===== src/rtl/wshb_mire_writer.sv =====
// ---------------------------------------------------------------------------
// wshb_mire_writer
// Wishbone classic master that fills an HDISP x VDISP frame buffer of 32-bit
// pixels with a generated test pattern ("mire"). The bus is released for one
// cycle after every BURST accepted writes so that another master can be
// interleaved later.
//
// Ports
//   sys_clk      in   system clock
//   sys_rst      in   synchronous active-high reset
//   start        in   pulse, begins one frame fill when idle
//   pattern_sel  in   pattern choice (0 grid, 1 gradient, 2 checker, 3 bars),
//                     latched on an accepted start
//   busy         out  high while writing or pausing
//   done         out  one-cycle pulse after the last pixel is acknowledged
//   err_flag     out  sticky slave-error flag, cleared on accepted start
//   wb_cyc/stb/we out Wishbone controls
//   wb_adr       out  byte address 4*(y*HDISP + x)
//   wb_dat_ms    out  write data {8'h00, R, G, B}
//   wb_sel       out  byte enables (all ones while writing)
//   wb_ack       in   slave acknowledge
//   wb_err       in   slave error (takes precedence over ack, write retried)
// ---------------------------------------------------------------------------
module wshb_mire_writer #(
    parameter int HDISP = 800,
    parameter int VDISP = 480,
    parameter int BURST = 64
) (
    input  logic        sys_clk,
    input  logic        sys_rst,
    input  logic        start,
    input  logic [1:0]  pattern_sel,
    output logic        busy,
    output logic        done,
    output logic        err_flag,
    output logic        wb_cyc,
    output logic        wb_stb,
    output logic        wb_we,
    output logic [31:0] wb_adr,
    output logic [31:0] wb_dat_ms,
    output logic [3:0]  wb_sel,
    input  logic        wb_ack,
    input  logic        wb_err
);

    localparam int XW = (HDISP > 1) ? $clog2(HDISP) : 1;
    localparam int YW = (VDISP > 1) ? $clog2(VDISP) : 1;
    localparam int BW = (BURST > 1) ? $clog2(BURST) : 1;

    typedef enum logic [1:0] {
        ST_IDLE  = 2'd0,
        ST_WRITE = 2'd1,
        ST_PAUSE = 2'd2,
        ST_DONE  = 2'd3
    } state_t;

    state_t          state_q, state_d;
    logic [XW-1:0]   x_q, x_d;
    logic [YW-1:0]   y_q, y_d;
    logic [BW-1:0]   burst_q, burst_d;
    logic [1:0]      pat_q, pat_d;
    logic            err_q, err_d;
    logic            cyc_q, busy_q, done_q;
    logic [31:0]     adr_q, dat_q;
    logic [31:0]     adr_d, dat_d;
    logic            last_s;
    logic            wr_s;

    // Byte address of pixel (x, y), 32-bit unsigned arithmetic.
    function automatic logic [31:0] addr_f(input logic [31:0] px, input logic [31:0] py);
        addr_f = (py * 32'(HDISP) + px) << 2;
    endfunction

    // Pattern generator: pixel colour {8'h00, R, G, B} for (x, y).
    function automatic logic [31:0] pixel_f(input logic [31:0] px, input logic [31:0] py,
                                            input logic [1:0] sel);
        logic [7:0] sum8;
        logic [2:0] bar;
        sum8 = 8'(px + py);
        bar  = 3'((px * 32'd8) / 32'(HDISP));
        case (sel)
            2'd0:    pixel_f = ((px[3:0] == 4'd0) || (py[3:0] == 4'd0)) ? 32'h00FF_FFFF : 32'h0000_0000;
            2'd1:    pixel_f = {8'h00, px[7:0], py[7:0], sum8};
            2'd2:    pixel_f = (px[5] ^ py[5]) ? 32'h00FF_FFFF : 32'h0000_0000;
            2'd3:    pixel_f = {8'h00, {8{bar[2]}}, {8{bar[1]}}, {8{bar[0]}}};
            default: pixel_f = 32'h0000_0000;
        endcase
    endfunction

    assign last_s = (x_q == XW'(HDISP - 1)) && (y_q == YW'(VDISP - 1));

    // Next-state logic: frame walk, burst accounting and error latch.
    always_comb begin
        state_d = state_q;
        x_d     = x_q;
        y_d     = y_q;
        burst_d = burst_q;
        pat_d   = pat_q;
        err_d   = err_q;
        case (state_q)
            ST_IDLE: begin
                if (start) begin
                    pat_d   = pattern_sel;
                    x_d     = {XW{1'b0}};
                    y_d     = {YW{1'b0}};
                    burst_d = {BW{1'b0}};
                    err_d   = 1'b0;
                    state_d = ST_WRITE;
                end else begin
                    state_d = ST_IDLE;
                end
            end
            ST_WRITE: begin
                if (wb_err) begin
                    // Error wins over ack: keep the same pixel so it is retried.
                    err_d = 1'b1;
                end else if (wb_ack) begin
                    if (last_s) begin
                        x_d     = {XW{1'b0}};
                        y_d     = {YW{1'b0}};
                        burst_d = {BW{1'b0}};
                        state_d = ST_DONE;
                    end else begin
                        if (x_q == XW'(HDISP - 1)) begin
                            x_d = {XW{1'b0}};
                            y_d = y_q + YW'(1);
                        end else begin
                            x_d = x_q + XW'(1);
                        end
                        if (burst_q == BW'(BURST - 1)) begin
                            burst_d = {BW{1'b0}};
                            state_d = ST_PAUSE;
                        end else begin
                            burst_d = burst_q + BW'(1);
                        end
                    end
                end else begin
                    state_d = ST_WRITE;
                end
            end
            ST_PAUSE: state_d = ST_WRITE;
            ST_DONE:  state_d = ST_IDLE;
            default:  state_d = ST_IDLE;
        endcase
    end

    // Output pre-computation: bus fields come from the next state so that
    // they are registered yet valid in the cycle right after each ack.
    always_comb begin
        wr_s  = (state_d == ST_WRITE);
        adr_d = 32'h0000_0000;
        dat_d = 32'h0000_0000;
        if (wr_s) begin
            adr_d = addr_f(32'(x_d), 32'(y_d));
            dat_d = pixel_f(32'(x_d), 32'(y_d), pat_d);
        end else begin
            adr_d = 32'h0000_0000;
            dat_d = 32'h0000_0000;
        end
    end

    // State, counters and registered outputs.
    always_ff @(posedge sys_clk) begin
        if (sys_rst) begin
            state_q <= ST_IDLE;
            x_q     <= {XW{1'b0}};
            y_q     <= {YW{1'b0}};
            burst_q <= {BW{1'b0}};
            pat_q   <= 2'd0;
            err_q   <= 1'b0;
            cyc_q   <= 1'b0;
            busy_q  <= 1'b0;
            done_q  <= 1'b0;
            adr_q   <= 32'h0000_0000;
            dat_q   <= 32'h0000_0000;
        end else begin
            state_q <= state_d;
            x_q     <= x_d;
            y_q     <= y_d;
            burst_q <= burst_d;
            pat_q   <= pat_d;
            err_q   <= err_d;
            cyc_q   <= wr_s;
            busy_q  <= (state_d == ST_WRITE) || (state_d == ST_PAUSE);
            done_q  <= (state_d == ST_DONE);
            adr_q   <= adr_d;
            dat_q   <= dat_d;
        end
    end

    assign busy      = busy_q;
    assign done      = done_q;
    assign err_flag  = err_q;
    assign wb_cyc    = cyc_q;
    assign wb_stb    = cyc_q;
    assign wb_we     = cyc_q;
    assign wb_sel    = {4{cyc_q}};
    assign wb_adr    = adr_q;
    assign wb_dat_ms = dat_q;

endmodule


===== config.mk =====
export PLATFORM = sky130hd
export DESIGN_NAME = wshb_mire_writer
export DESIGN_NICKNAME = d
export VERILOG_FILES = /design/src/rtl/wshb_mire_writer.sv
export SDC_FILE = /design/constraint.sdc
export NUM_CORES = 1
export LEC_CHECK = 0
export ABC_AREA = 1
export BUFFER_PORTS_ARGS = -buffer_cell sky130_fd_sc_hd__buf_2
export CORE_MARGIN = 3
export CORE_UTILIZATION = 40
export CTS_CLUSTER_DIAMETER = 30
export DETAILED_ROUTE_END_ITERATION = 10
export GPL_ROUTABILITY_DRIVEN = 0
export GPL_TIMING_DRIVEN = 0
export PLACE_DENSITY = 0.59
export SETUP_SLACK_MARGIN = 0.1
export SLEW_MARGIN = 40
export SYNTH_ARGS = -nofsm -noshare
export SYNTH_HDL_FRONTEND = slang
export SYNTH_SLANG_ARGS = --single-unit
export TNS_END_PERCENT = 100

===== constraint.sdc =====
create_clock -name sys_clk -period 12.8 [get_ports sys_clk]
set_clock_uncertainty 0.2 [all_clocks]
set_input_delay 1.28 -clock sys_clk [delete_from_list [all_inputs] [get_ports sys_clk]]
set_output_delay 1.28 -clock sys_clk [all_outputs]
set_load 0.01 [all_outputs]

==> Implementation_results.wiki <==
{| class="wikitable"
! Metric !! Value
|-
| Number of nets at the end of the flow || 918
|-
| Flip-flop cell with the highest count after synthesis || dfxtp_1
|-
| Vias per cell || 4.75
|-
| Post-Synthesis Cell Area || ~0.0055 mm2
|-
| Fin. Hold Viols || 0
|-
| Number of cells traversed by the worst hold path || 2
|-
| Arrival time of the worst setup path || between 6 and 7 ns
|-
| DR iter-0 viols || 358
|-
| FF-to-FF End || wb_adr[20]$_SDFF_PP0_
|-
| Sequential fraction of the synthesis area || 28.1%
|-
| Number of register bits inferred by synthesis || between 70 and 80
|-
| Hold Worst Slack || 0.261 ns
|-
| Ranking of synthesized cells by instance count || inv_1 (136), nand2_1 (127), dfxtp_1 (77)
|-
| Chip width || 123 um
|-
| Pin count of the biggest net entering global routing || 13
|-
| Part of the power in the clock network || 43.1%
|-
| Post-synthesis cell type with the largest combined area || dfxtp_1
|-
| Period utilization || 47.4%
|-
| Synthesis-to-layout area growth || 15.9%
|-
| Worst Path Class, Setup || input port to register
|-
| PostCTS Resize Cnt || 0
|-
| Combinational fraction of design power || a little under an eighth
|-
| Number of search-and-repair iterations in the first detailed-routing pass || 6
|-
| Detailed-route via count || 4915
|-
| Worst vdd ir || 0.0000702 V
|-
| Required @ worst endpoint || 12.88 ns
|-
| Initial antenna violation count || 0
|-
| Starting Density || 41.1%
|-
| Source of the critical timing path || wb_ack
|-
| Kind of path behind the tightest hold check || register to register
|-
| Worst-Margin Slew || 0.814 ns
|-
| Root Driver || clkbuf_16
|-
| Switching power share of the total || 25.9%
|-
| Sw power || 0.145 mW
|-
| Placed wire-length estimate || 10200 um
|-
| Area of the core region || 0.0133 mm2
|-
| Clock buffer count from CTS || 9
|-
| Highest net fanout along the worst path || 8
|-
| Sequential power share || 45.0%
|-
| Worst r2r path cells || 27
|-
| Total global routing overflow || 0
|-
| Post-layout min period || between 6 and 7 ns
|-
| Number of setup buffers added after CTS || 0
|-
| Min-Delay Endpoint || err_flag$_SDFFE_PP0P_
|-
| Per-instance average area after synthesis || 7.20 um2
|-
| PortBufs || 60
|-
| Library cell appearing most often on the critical path || a21oi_1
|-
| I/O pin cnt || between 80 and 90
|-
| TritonCTS clock tree || built
|-
| Number of buffers inserted for hold repair after clock tree synthesis || 0
|-
| FFs w/ async S/R, synth || 0%
|-
| Synth warnings || 0
|-
| Final Max Tran Viols || 0
|-
| Peak per-stage delay on the critical path || 0.57 ns
|-
| Routed wirelength normalized by instance count || 12.6 um
|-
| Post-layout utilization of the core || 47.7%
|-
| Reported max-cap violation count || 0
|-
| Final setup fails || 0
|-
| Wire length of the first global-routing pass || 21500 um
|-
| Number of enable-type register cells in the synthesized netlist || 0
|-
| Register-to-register setup slack || between 7 and 8 ns
|-
| Deepest level of the CTS H-tree || 3
|-
| Max_slew headroom || between 40% and 50%
|-
| Unrepaired setup endpoints after global routing || false
|-
| Post-synthesis cell type count || 50
|-
| Leakage power figure || roughly 3.5 nW
|-
| Clock latency on the worst-skew pair || 0.34 ns
|-
| Max clock buf depth || 2
|-
| Worst hold path startpoint || err_flag$_SDFFE_PP0P_
|-
| Total negative slack for setup checks || 0 ns
|-
| FF-to-FF Start || x_q[0]$_SDFF_PP0_
|-
| Status || complete, no violations
|-
| Largest cells by area after synthesis || dfxtp_1 (28%), ha_1 (12%), inv_1 (9.3%), nand2_1 (8.7%), o21ai_0 (4.9%)
|-
| Chip Height || 123 um
|-
| Global-route usage over all layers || 18.2%
|-
| Cell internal pwr || 0.415 mW
|-
| Number of diodes added for antenna fixing || 0
|-
| Top-count cell post-synth || inv_1
|-
| Area of the die || around 0.015 mm2
|-
| DRC violation count after routing || 0
|-
| Critical path capture point type || register
|-
| Area share of the leading cell type in the synthesized netlist || ~28%
|-
| Power per cell area || 88.0 mW/mm2
|-
| Clk pin slew, worst setup/hold paths || 0.06 ns
|-
| Slowest stage cell on the critical path || a21oi_1
|-
| Vias in the first global route || ~4.5k
|-
| Remaining number of nets flagged by the antenna check after routing || 0
|-
| Detailed Route WL || 13100 um
|-
| Synth Instances || 763
|-
| F_max || 165 MHz
|-
| Share of cells above drive strength 1 || 19.1%
|-
| Category of the worst setup path launch point || input port
|-
| Cell Rows || 42
|-
| Number of clock sinks || 77
|}
## sequential cells by signal, indices dropped and copies added (netlist names), 2 cells and up
signal and count:
x_q 10, wb_adr 20, burst_q 6, pat_q 2, y_q 9, state_q 2, wb_dat_ms 24
## metal layers
metal  wire length (um)  up-vias  track usage [%]  share of wire (%)
met5                  0        -                0                  0
met4                159        0             4.57                1.2
met1               6350     2207             24.8                 49
met2               5940      105             29.0                 46
met3                598       21             4.44                4.6
li1                   -     2582                -                  -
## worst max-delay path by stage
stage                                  endpoint  slack, ns
after CTS                 wb_adr[20]$_SDFF_PP0_       6.72
after global routing      wb_adr[20]$_SDFF_PP0_       6.23
after floorplan           wb_adr[20]$_SDFF_PP0_       7.28
after detailed placement  wb_adr[20]$_SDFF_PP0_       6.37
final                     wb_adr[20]$_SDFF_PP0_       6.74
after global placement    wb_adr[20]$_SDFF_PP0_       6.38
## metrics by stage
| stage | std cells | setup slack (ns) | total power [mW] | instance area (um2) |
|---|---|---|---|---|
| floorplan | 782 | 7.28 | 0.302 | 5560 |
| CTS | 1034 | 6.72 | 0.568 | 6360 |
| finish | 1034 | 6.74 | 0.560 | 6360 |
| detailed placement | 1018 | 6.37 | 0.324 | 6080 |
| global placement | 1018 | 6.38 | 0.324 | 6080 |
| global route | 1034 | 6.23 | 0.587 | 6360 |
## layout by cell type, fill, tap and decap left out, types with 3 or more instances in the layout
master and instances:
a21oi_1 38, buf_2 60, buf_4 28, clkbuf_1 9
clkbuf_16 9, conb_1 20, dfxtp_1 77, fa_1 6
ha_1 52, inv_1 136, inv_2 10, nand2_1 127
nand2_2 13, nand2_4 3, nand3_1 32, nand3_2 6
nand3_4 4, nand3b_1 3, nand4_1 21, nand4_2 3
nor2_1 67, nor2_2 7, nor3_1 8, o211ai_1 5
o21ai_0 53, o21ai_1 3, o21bai_1 3, or2_2 4
xnor2_1 3, xor2_1 13
## worst max-delay path, delay by kind of cell
family | cells | cell delay [ns]
buffers and inverters | 5 | 0.38
adders and majority gates | 4 | 1.47
and+or+nand+nor | 6 | 0.59
AOI/OAI and AO/OA | 11 | 2.18
xor gates and xnor gates | 1 | 0.25
## power groups by stage
stage	Combinational [mW]	Clock, mW	Sequential [mW]
2_1_floorplan	0.0406	0	0.262
3_3_place_gp	0.0668	0	0.257
3_5_place_dp	0.0666	0	0.257
4_1_cts	0.0670	0.249	0.252
5_1_grt	0.0757	0.258	0.253
6_report	0.0668	0.241	0.252
## cell type report
type / count / area [um2]
multi-input combinational: 519 / 3200
clock buffer: 13 / 260
sequential: 77 / 1540
inverter: 149 / 562
buffer: 37 / 259
clock inverter: 3 / 20.0
tap: 176 / 220
timing repair buffer: 60 / 300
fill: 1390 / 6990
## cell families after synthesis
| logic type | after synthesis | share of synthesized area [%] |
|---|---|---|
| AO/OA/AOI/OAI | 116 | 12.2 |
| XOR/XNOR | 16 | 2.55 |
| adder cells (fa/ha/maj) | 58 | 14.0 |
| buffers and inverters | 186 | 15.0 |
| flip-flops | 77 | 28.1 |
| other | 1 | 0.0683 |
| AND/OR/NAND/NOR | 309 | 28.1 |
Power figures use the tool's default switching activity.
